--- src/rtl/vec_dot_mac.sv ---
// vec_dot_mac: multi-cycle signed fixed-point dot product engine.
// LANES multiply-accumulates per beat into a full-precision accumulator,
// then a final beat rescales by BIN_POS and saturates or wraps to DATA_WIDTH.
module vec_dot_mac #(
  parameter int unsigned DATA_WIDTH  = 16,
  parameter int unsigned BIN_POS     = 8,
  parameter int unsigned VECTOR_SIZE = 4,
  parameter int unsigned LANES       = 1,
  parameter int unsigned SATURATE    = 1
) (
  input  logic                              clk,
  input  logic                              rst,
  input  logic                              start,
  input  logic [VECTOR_SIZE*DATA_WIDTH-1:0] vec_a,
  input  logic [VECTOR_SIZE*DATA_WIDTH-1:0] vec_b,
  output logic                              busy,
  output logic                              complete,
  output logic [DATA_WIDTH-1:0]             dot,
  output logic                              overflow
);

  localparam int unsigned DW    = DATA_WIDTH;
  localparam int unsigned PW    = 2 * DATA_WIDTH;
  localparam int unsigned ACC_W = PW + $clog2(VECTOR_SIZE) + 1;
  localparam int unsigned IDX_W = $clog2(VECTOR_SIZE + LANES) + 1;

  typedef enum logic [1:0] {
    S_IDLE  = 2'd0,
    S_RUN   = 2'd1,
    S_FINAL = 2'd2,
    S_DONE  = 2'd3
  } state_t;

  state_t                   r_state, w_state_nxt;
  logic [DW-1:0]            r_a [VECTOR_SIZE];
  logic [DW-1:0]            r_b [VECTOR_SIZE];
  logic signed [ACC_W-1:0]  r_acc, w_acc_nxt;
  logic [IDX_W-1:0]         r_idx, w_idx_nxt;
  logic                     r_busy, w_busy_nxt;
  logic                     r_complete, w_complete_nxt;
  logic [DW-1:0]            r_dot, w_dot_nxt;
  logic                     r_overflow, w_overflow_nxt;
  logic                     w_load;

  logic [DW-1:0]            w_la [LANES];
  logic [DW-1:0]            w_lb [LANES];
  logic signed [PW-1:0]     w_prod [LANES];
  logic signed [ACC_W-1:0]  w_beat_sum;
  logic                     w_last_beat;

  logic signed [ACC_W-1:0]  w_shift;
  logic [ACC_W-DW:0]        w_hi;
  logic                     w_range_ovf;
  logic [DW-1:0]            w_clamp;
  logic [DW-1:0]            w_result;

  assign busy     = r_busy;
  assign complete = r_complete;
  assign dot      = r_dot;
  assign overflow = r_overflow;

  // Lane datapath: pick element idx+lane per lane (zero past the end), multiply, sum the beat
  always_comb begin
    w_beat_sum = '0;
    for (int l = 0; l < LANES; l++) begin
      w_la[l] = '0;
      w_lb[l] = '0;
      for (int j = 0; j < VECTOR_SIZE; j++) begin
        if (r_idx + IDX_W'(l) == IDX_W'(j)) begin
          w_la[l] = r_a[j];
          w_lb[l] = r_b[j];
        end
      end
      w_prod[l]  = $signed({{DW{w_la[l][DW-1]}}, w_la[l]}) *
                   $signed({{DW{w_lb[l][DW-1]}}, w_lb[l]});
      w_beat_sum = w_beat_sum + $signed({{(ACC_W-PW){w_prod[l][PW-1]}}, w_prod[l]});
    end
    w_last_beat = (r_idx + IDX_W'(LANES)) >= IDX_W'(VECTOR_SIZE);
  end

  // Rescale by floor shift, then detect out-of-range and clamp or wrap
  always_comb begin
    w_shift     = r_acc >>> BIN_POS;
    w_hi        = w_shift[ACC_W-1:DW-1];
    w_range_ovf = ~((&w_hi) | ~(|w_hi));
    w_clamp     = w_shift[ACC_W-1] ? {1'b1, {(DW-1){1'b0}}} : {1'b0, {(DW-1){1'b1}}};
    if (w_range_ovf && (SATURATE != 0)) begin
      w_result = w_clamp;
    end else begin
      w_result = w_shift[DW-1:0];
    end
  end

  // Next-state and next-output logic
  always_comb begin
    w_state_nxt    = r_state;
    w_acc_nxt      = r_acc;
    w_idx_nxt      = r_idx;
    w_busy_nxt     = r_busy;
    w_complete_nxt = r_complete;
    w_dot_nxt      = r_dot;
    w_overflow_nxt = r_overflow;
    w_load         = 1'b0;
    case (r_state)
      S_IDLE, S_DONE: begin
        if (start) begin
          w_load         = 1'b1;
          w_acc_nxt      = '0;
          w_idx_nxt      = '0;
          w_busy_nxt     = 1'b1;
          w_complete_nxt = 1'b0;
          w_overflow_nxt = 1'b0;
          w_state_nxt    = S_RUN;
        end
      end
      S_RUN: begin
        w_acc_nxt = r_acc + w_beat_sum;
        w_idx_nxt = r_idx + IDX_W'(LANES);
        if (w_last_beat) begin
          w_state_nxt = S_FINAL;
        end
      end
      S_FINAL: begin
        w_dot_nxt      = w_result;
        w_overflow_nxt = w_range_ovf;
        w_complete_nxt = 1'b1;
        w_busy_nxt     = 1'b0;
        w_state_nxt    = S_DONE;
      end
      default: begin
        w_state_nxt = S_IDLE;
      end
    endcase
  end

  // State, accumulator and output registers
  always_ff @(posedge clk or negedge rst) begin
    if (!rst) begin
      r_state    <= S_IDLE;
      r_acc      <= '0;
      r_idx      <= '0;
      r_busy     <= 1'b0;
      r_complete <= 1'b0;
      r_dot      <= '0;
      r_overflow <= 1'b0;
    end else begin
      r_state    <= w_state_nxt;
      r_acc      <= w_acc_nxt;
      r_idx      <= w_idx_nxt;
      r_busy     <= w_busy_nxt;
      r_complete <= w_complete_nxt;
      r_dot      <= w_dot_nxt;
      r_overflow <= w_overflow_nxt;
    end
  end

  // Operand capture on an accepted start; inputs are free to change afterwards
  always_ff @(posedge clk or negedge rst) begin
    if (!rst) begin
      for (int i = 0; i < VECTOR_SIZE; i++) begin
        r_a[i] <= '0;
        r_b[i] <= '0;
      end
    end else if (w_load) begin
      for (int i = 0; i < VECTOR_SIZE; i++) begin
        r_a[i] <= vec_a[i*DW +: DW];
        r_b[i] <= vec_b[i*DW +: DW];
      end
    end
  end

endmodule
--- config.mk ---
export PLATFORM = sky130hd
export DESIGN_NAME = vec_dot_mac
export DESIGN_NICKNAME = d
export VERILOG_FILES = /design/src/rtl/vec_dot_mac.sv
export SDC_FILE = /design/constraint.sdc
export NUM_CORES = 1
export LEC_CHECK = 0
export BUFFER_PORTS_ARGS = -buffer_cell sky130_fd_sc_hd__clkbuf_2
export CAP_MARGIN = 20
export CORE_MARGIN = 5
export CORE_UTILIZATION = 40
export DETAILED_ROUTE_END_ITERATION = 6
export PLACE_DENSITY_LB_ADDON = 0.08
export SKIP_CTS_REPAIR_TIMING = 1
export SLEW_MARGIN = 30
export SYNTH_ARGS = -nofsm -noshare
export SYNTH_HDL_FRONTEND = slang
export SYNTH_SLANG_ARGS = --single-unit
--- constraint.sdc ---
create_clock -name clk -period 8.7 [get_ports clk]
set_input_delay 0.87 -clock clk [delete_from_list [all_inputs] [get_ports clk]]
set_output_delay 0.87 -clock clk [all_outputs]
set_load 0.1 [all_outputs]
==> results.sh, run 1 <==
export IMPL_cts_sinks=188
export IMPL_drtPass1Iterations=7
export IMPL_cts_tree="built"
export IMPL_grt_pass1_wl_um=83100
export IMPL_wl_per_cell_um=18.7
export IMPL_overflow=0
export IMPL_crit_path_end_kind="flip-flop"
export IMPL_numCtsBuffers=17
export IMPL_core_rowCount=81
export IMPL_gp_congestion=0.890
export IMPL_worstMarginPinSlew_ns=0.986
export IMPL_path_depth=27
export IMPL_seq_area_um2=4700
export IMPL_drive_gt1_frac=0.197
export IMPL_nFillCells=4669
export IMPL_rsz0062_at_grt="false"
export IMPL_diodes=0
export IMPL_fin_skew_ns=0.0158
export IMPL_synth_cells=1904
export IMPL_hold_class="in2async"
export IMPL_grt_usage=0.201
export IMPL_area_growth_syn_to_layout_pct=11.6
export IMPL_die_width_um=231
export IMPL_num_nets_final=2595
export IMPL_cts_htree_levels=4
export IMPL_max_cap_violations=0
export IMPL_cp_top_family="adder cells"
export IMPL_drtIter0Drc=845
export IMPL_viasPerCell=5.13
export IMPL_ant_nets=0
export IMPL_critical_path_buf_inv_count=5
export IMPL_fin_tns_setup_ns=0
export IMPL_reg2reg_depth=27
export IMPL_crit_top_cell="fa_1"
export IMPL_antenna_found_initial=0
export IMPL_r2r_start="r_idx[1]$_DFFE_PN0P_"
export IMPL_drt_wl_total_um=50100
export IMPL_core_area_um2=48500
export IMPL_yosys_warnings=0
export IMPL_arrival_ns=8.58
export IMPL_yosys_area_top_type_share=0.318
export IMPL_synth_cell_types=64
export IMPL_die_area_um2=53300
export IMPL_synth_edff_count=0
export IMPL_synth_ff_type="dfrtp_1"
export IMPL_die_y_um=231
export IMPL_port_buffers=149
export IMPL_synth_commonest_cells="364 x inv_1, 310 x fa_1, 188 x dfrtp_1, 182 x nand2_1, 176 x nor2_1"
export IMPL_ys_seq_elements=188
export IMPL_syn_nets=2456
export IMPL_avgSynthCellArea_um2=10.2
export IMPL_grt_max_degree=92
export IMPL_yosysSeqAreaShare=0.241
export IMPL_grt_pass1_vias=15500
export IMPL_status="complete, no violations"
export IMPL_cts_root_buffer="clkbuf_16"
export IMPL_setup_viol=0
export IMPL_path_clk_slew_ns=0.08
export IMPL_worstSkewPairLatency_ns=0.49
export IMPL_slowest_delay_ns=0.89
export IMPL_num_vias=13700
export IMPL_post_route_period_util=0.946
export IMPL_slew_headroom=0.324
export IMPL_timing_setup_critical_path_class="reg2reg"
export IMPL_yosysMostFrequentCell="inv_1"
export IMPL_slew_viol_final=0
export IMPL_required_ns=9.05
export IMPL_path_max_fanout=28
export IMPL_final_hold_viol_count=0
export IMPL_syn_area_um2=19500
export IMPL_synth_async_reset_ratio=1.00
export IMPL_period_needed_ns=8.23
export IMPL_synth_top_area_cell="fa_1"
export IMPL_num_io_pins=150
export IMPL_reg2reg_slack_ns=0.47
export IMPL_critPathLaunchType="flip-flop"
export IMPL_multi_input_area_um2=13200
export IMPL_start_util=0.402
export IMPL_reg2reg_to="r_acc[33]$_DFFE_PN0P_"
export IMPL_ys_top_cells_by_area="fa_1 32%, dfrtp_1 24%, mux2_2 8.7%, ha_1 7.1%, inv_1 7.0%"
export IMPL_fmax_mhz=121
export IMPL_cts_max_path_buffers=2
export IMPL_drc=0
export IMPL_place_hpwl_um=40900
export IMPL_critPathSlowestCell="fa_1"
## worst max path at each step
| stage | endpoint | slack, ns | start |
|---|---|---|---|
| after floorplan | r_acc[33]$_DFFE_PN0P_ | 1.35 | r_idx[0]$_DFFE_PN0P_ |
| after global placement | r_acc[33]$_DFFE_PN0P_ | 0.63 | r_idx[1]$_DFFE_PN0P_ |
| after detailed placement | r_acc[33]$_DFFE_PN0P_ | 0.51 | r_idx[1]$_DFFE_PN0P_ |
| after CTS | r_acc[33]$_DFFE_PN0P_ | 0.46 | r_idx[1]$_DFFE_PN0P_ |
| after global routing | r_acc[33]$_DFFE_PN0P_ | 0.008 | r_idx[1]$_DFFE_PN0P_ |
| final | r_acc[33]$_DFFE_PN0P_ | 0.47 | r_idx[1]$_DFFE_PN0P_ |
## flip-flops by register name, indices dropped and copies added, names as in the netlist
register	cells
r_state	2
r_idx	4
complete	1
busy	1
overflow	1
r_acc	35
dot	16
r_a	64
r_b	64
## cell type report
type | count | area share
multi-input combinational | 1286 | 0.606
tap | 622 | 0.0357
clock inverter | 14 | 0.00851
inverter | 365 | 0.0629
sequential | 188 | 0.216
timing repair buffer | 185 | 0.0505
clock buffer | 18 | 0.0202
## metal layers
layer / up-vias / track usage / wire length, um
li1: 6264 / - / -
met1: 7155 / 0.244 / 20200
met2: 247 / 0.368 / 26900
met3: 70 / 0.0285 / 1670
met4: 0 / 0.0658 / 1380
met5: - / 0 / 0
## kinds of logic (layout without fill, tap and decap cells)
| kind of cell | count (synthesis) | count (layout) | synth area share |
|---|---|---|---|
| XOR/XNOR | 38 | 38 | 0.0171 |
| buffers and inverters | 430 | 582 | 0.0847 |
| multiplexers | 174 | 174 | 0.0993 |
| AO/OA/AOI/OAI | 228 | 228 | 0.0765 |
| flip-flops | 188 | 188 | 0.241 |
| AND/OR/NAND/NOR | 425 | 425 | 0.0918 |
| adder cells (fa/ha/maj) | 421 | 421 | 0.389 |
## stage by stage
stage                     cell area (um^2)  hold slack [ns]  setup WS [ns]  cells  utilization
after floorplan                      19500            0.456           1.35   1904            -
after global routing                 21800            0.391        0.00828   2678        0.448
after CTS                            21700            0.371          0.456   2677        0.448
after detailed placement             21100            0.493          0.509   2645        0.435
final                                21800            0.372          0.468   2678        0.448
after global placement               21100            0.488          0.628   2645        0.435
## layout by cell type, fill, tap and decap left out, types with 10 or more instances in the layout
cell type / instances
inv_1: 364
fa_1: 309
dfrtp_1: 188
nand2_1: 181
nor2_1: 175
mux2_2: 150
clkbuf_2: 148
ha_1: 111
a21oi_1: 61
o21ai_0: 59
a22oi_1: 31
buf_4: 30
xnor2_1: 24
mux2i_1: 20
clkbuf_16: 17
xor2_1: 14
o21ai_1: 13
and2_1: 10
## worst reg2reg max path, cell delays in order, from the launching register on
cell and delay [ns]:
dfrtp_1 0.47, inv_1 0.10, ha_1 0.23, nor4b_4 0.46
buf_12 0.26, a22oi_1 0.09, o21ai_1 0.27, mux2_2 0.36
nand2_1 0.14, inv_1 0.14, fa_2 0.53, fa_1 0.89
fa_1 0.53, fa_1 0.51, fa_1 0.49, inv_1 0.05
fa_1 0.47, inv_1 0.04, ha_1 0.31, a21oi_1 0.22
a21boi_0 0.21, o21ai_0 0.11, a31oi_1 0.32, a311oi_2 0.22
a211o_1 0.31, a21oi_2 0.14, xor2_1 0.15, o21ai_1 0.07
Power of run 1 is not shown: default switching activity piles up to over one toggle a cycle in this logic, so the estimate is an artifact.
==> run 2, diff against run 1 <==
- BUFFER_PORTS_ARGS: -buffer_cell sky130_fd_sc_hd__clkbuf_2 -> -buffer_cell sky130_fd_sc_hd__buf_2
- CORE_ASPECT_RATIO: unset -> 1.75
==> results.sh, run 2 (synthesis gave the netlist of run 1 again) <==
export IMPL_ant_nets=0
export IMPL_gr_max_usage_layer="met2"
export IMPL_fmax_mhz=123
export IMPL_arrival_ns=8.44
export IMPL_viasPerCell=4.92
export IMPL_core_rowCount=107
export IMPL_worstSkewPairLatency_ns=0.46
export IMPL_worstMarginPinSlew_ns=0.908
export IMPL_overflow=0
export IMPL_port_buffers=149
export IMPL_num_nets_final=2615
export IMPL_core_area_um2=48500
export IMPL_layout_cells_most_common="inv_1"
export IMPL_status="complete, no violations"
export IMPL_fin_skew_ns=0.0138
export IMPL_top_regs="r_a x64, r_b x64, r_acc x35"
export IMPL_cts_tree="built"
export IMPL_crit_path_end_kind="flip-flop"
export IMPL_r2r_start="r_idx[1]$_DFFE_PN0P_"
export IMPL_mostFrequentLayoutCells="364 x inv_1, 309 x fa_1, 188 x dfrtp_1, 181 x nand2_1, 175 x nor2_1"
export IMPL_critPathSlowestCell="fa_1"
export IMPL_reg2reg_slack_ns=0.59
export IMPL_numCtsBuffers=17
export IMPL_grt_max_degree=88
export IMPL_reg2reg_depth=30
export IMPL_final_hold_viol_count=0
export IMPL_grt_pass1_wl_um=84600
export IMPL_rsz0062_at_grt="false"
export IMPL_period_needed_ns=8.11
export IMPL_num_io_pins=150
export IMPL_grt_usage=0.203
export IMPL_path_max_fanout=18
export IMPL_path_clk_slew_ns=0.08
export IMPL_gp_congestion=0.906
export IMPL_reg2reg_to="r_acc[30]$_DFFE_PN0P_"
export IMPL_met2_usage=0.362
export IMPL_slowest_delay_ns=0.55
export IMPL_max_cap_violations=0
export IMPL_die_width_um=177
export IMPL_wl_per_cell_um=18.8
export IMPL_hold_class="in2async"
export IMPL_cts_max_path_buffers=2
export IMPL_cts_htree_levels=4
export IMPL_start_util=0.402
export IMPL_use_met3=0.0305
export IMPL_die_y_um=302
export IMPL_fin_tns_setup_ns=0
export IMPL_num_vias=13400
export IMPL_cts_root_buffer="clkbuf_16"
export IMPL_grt_pass1_vias=15300
export IMPL_drc=0
export IMPL_place_hpwl_um=42700
export IMPL_nFillCells=4751
export IMPL_cp_startpoint="r_idx[1]$_DFFE_PN0P_"
export IMPL_cts_sinks=188
export IMPL_drt_wl_total_um=51500
export IMPL_met1_usage=0.254
export IMPL_drtIter0Drc=562
export IMPL_drive_gt1_frac=0.204
export IMPL_slew_viol_final=0
export IMPL_die_area_um2=53400
export IMPL_critPathLaunchType="flip-flop"
export IMPL_area_growth_syn_to_layout_pct=12.5
export IMPL_slew_headroom=0.392
export IMPL_timing_setup_critical_path_class="reg2reg"
export IMPL_post_route_period_util=0.932
export IMPL_required_ns=9.03
export IMPL_setup_viol=0
export IMPL_antenna_found_initial=4
export IMPL_drtPass1Iterations=5
## run 2: metal layers
| metal | share of wire | routed length [um] |
|---|---|---|
| met5 | 0 | 0 |
| met4 | 0.029 | 1490 |
| met3 | 0.039 | 2030 |
| met2 | 0.52 | 26500 |
| met1 | 0.42 | 21400 |
## run 2: per-stage QoR
stage	instance area (um^2)	instances	hold slack, ns	worst slack [ns]	util
after floorplan	19500	1904	0.456	1.35	-
after global placement	21300	2696	0.487	0.602	0.438
after detailed placement	21300	2696	0.494	0.605	0.439
after CTS	21900	2728	0.392	0.568	0.452
after global routing	21900	2731	0.406	0.0593	0.453
final	21900	2732	0.377	0.595	0.453
## run 2: worst max-delay path by stage
stage	slack [ns]	cells after the start	end
2_1_floorplan	1.35	25	r_acc[33]$_DFFE_PN0P_
3_3_place_gp	0.60	24	r_acc[33]$_DFFE_PN0P_
3_5_place_dp	0.61	27	r_acc[31]$_DFFE_PN0P_
4_1_cts	0.57	27	r_acc[31]$_DFFE_PN0P_
5_1_grt	0.06	27	r_acc[33]$_DFFE_PN0P_
6_report	0.59	30	r_acc[30]$_DFFE_PN0P_
## run 2: layout make-up
type                       count  area [um^2]  share of cell area
inverter                     365         1370              0.0624
tap                          654          818              0.0373
antenna                        2         5.00            0.000228
clock buffer                  17          425              0.0194
multi-input combinational   1286        13200               0.601
clock inverter                15          203             0.00924
timing repair buffer         205         1220              0.0558
sequential                   188         4700               0.214
## run 2: critical path: cells and delay by family (launching register included)
kind | cells | cell delay [ns]
adder cells (fa/ha/maj) | 8 | 3.48
flip-flops | 1 | 0.46
AO/OA/AOI/OAI | 9 | 1.93
buffers and inverters | 8 | 0.87
XOR/XNOR | 1 | 0.17
multiplexers | 1 | 0.43
AND/OR/NAND/NOR | 3 | 0.62
Power of run 2 is left out for the same reason.
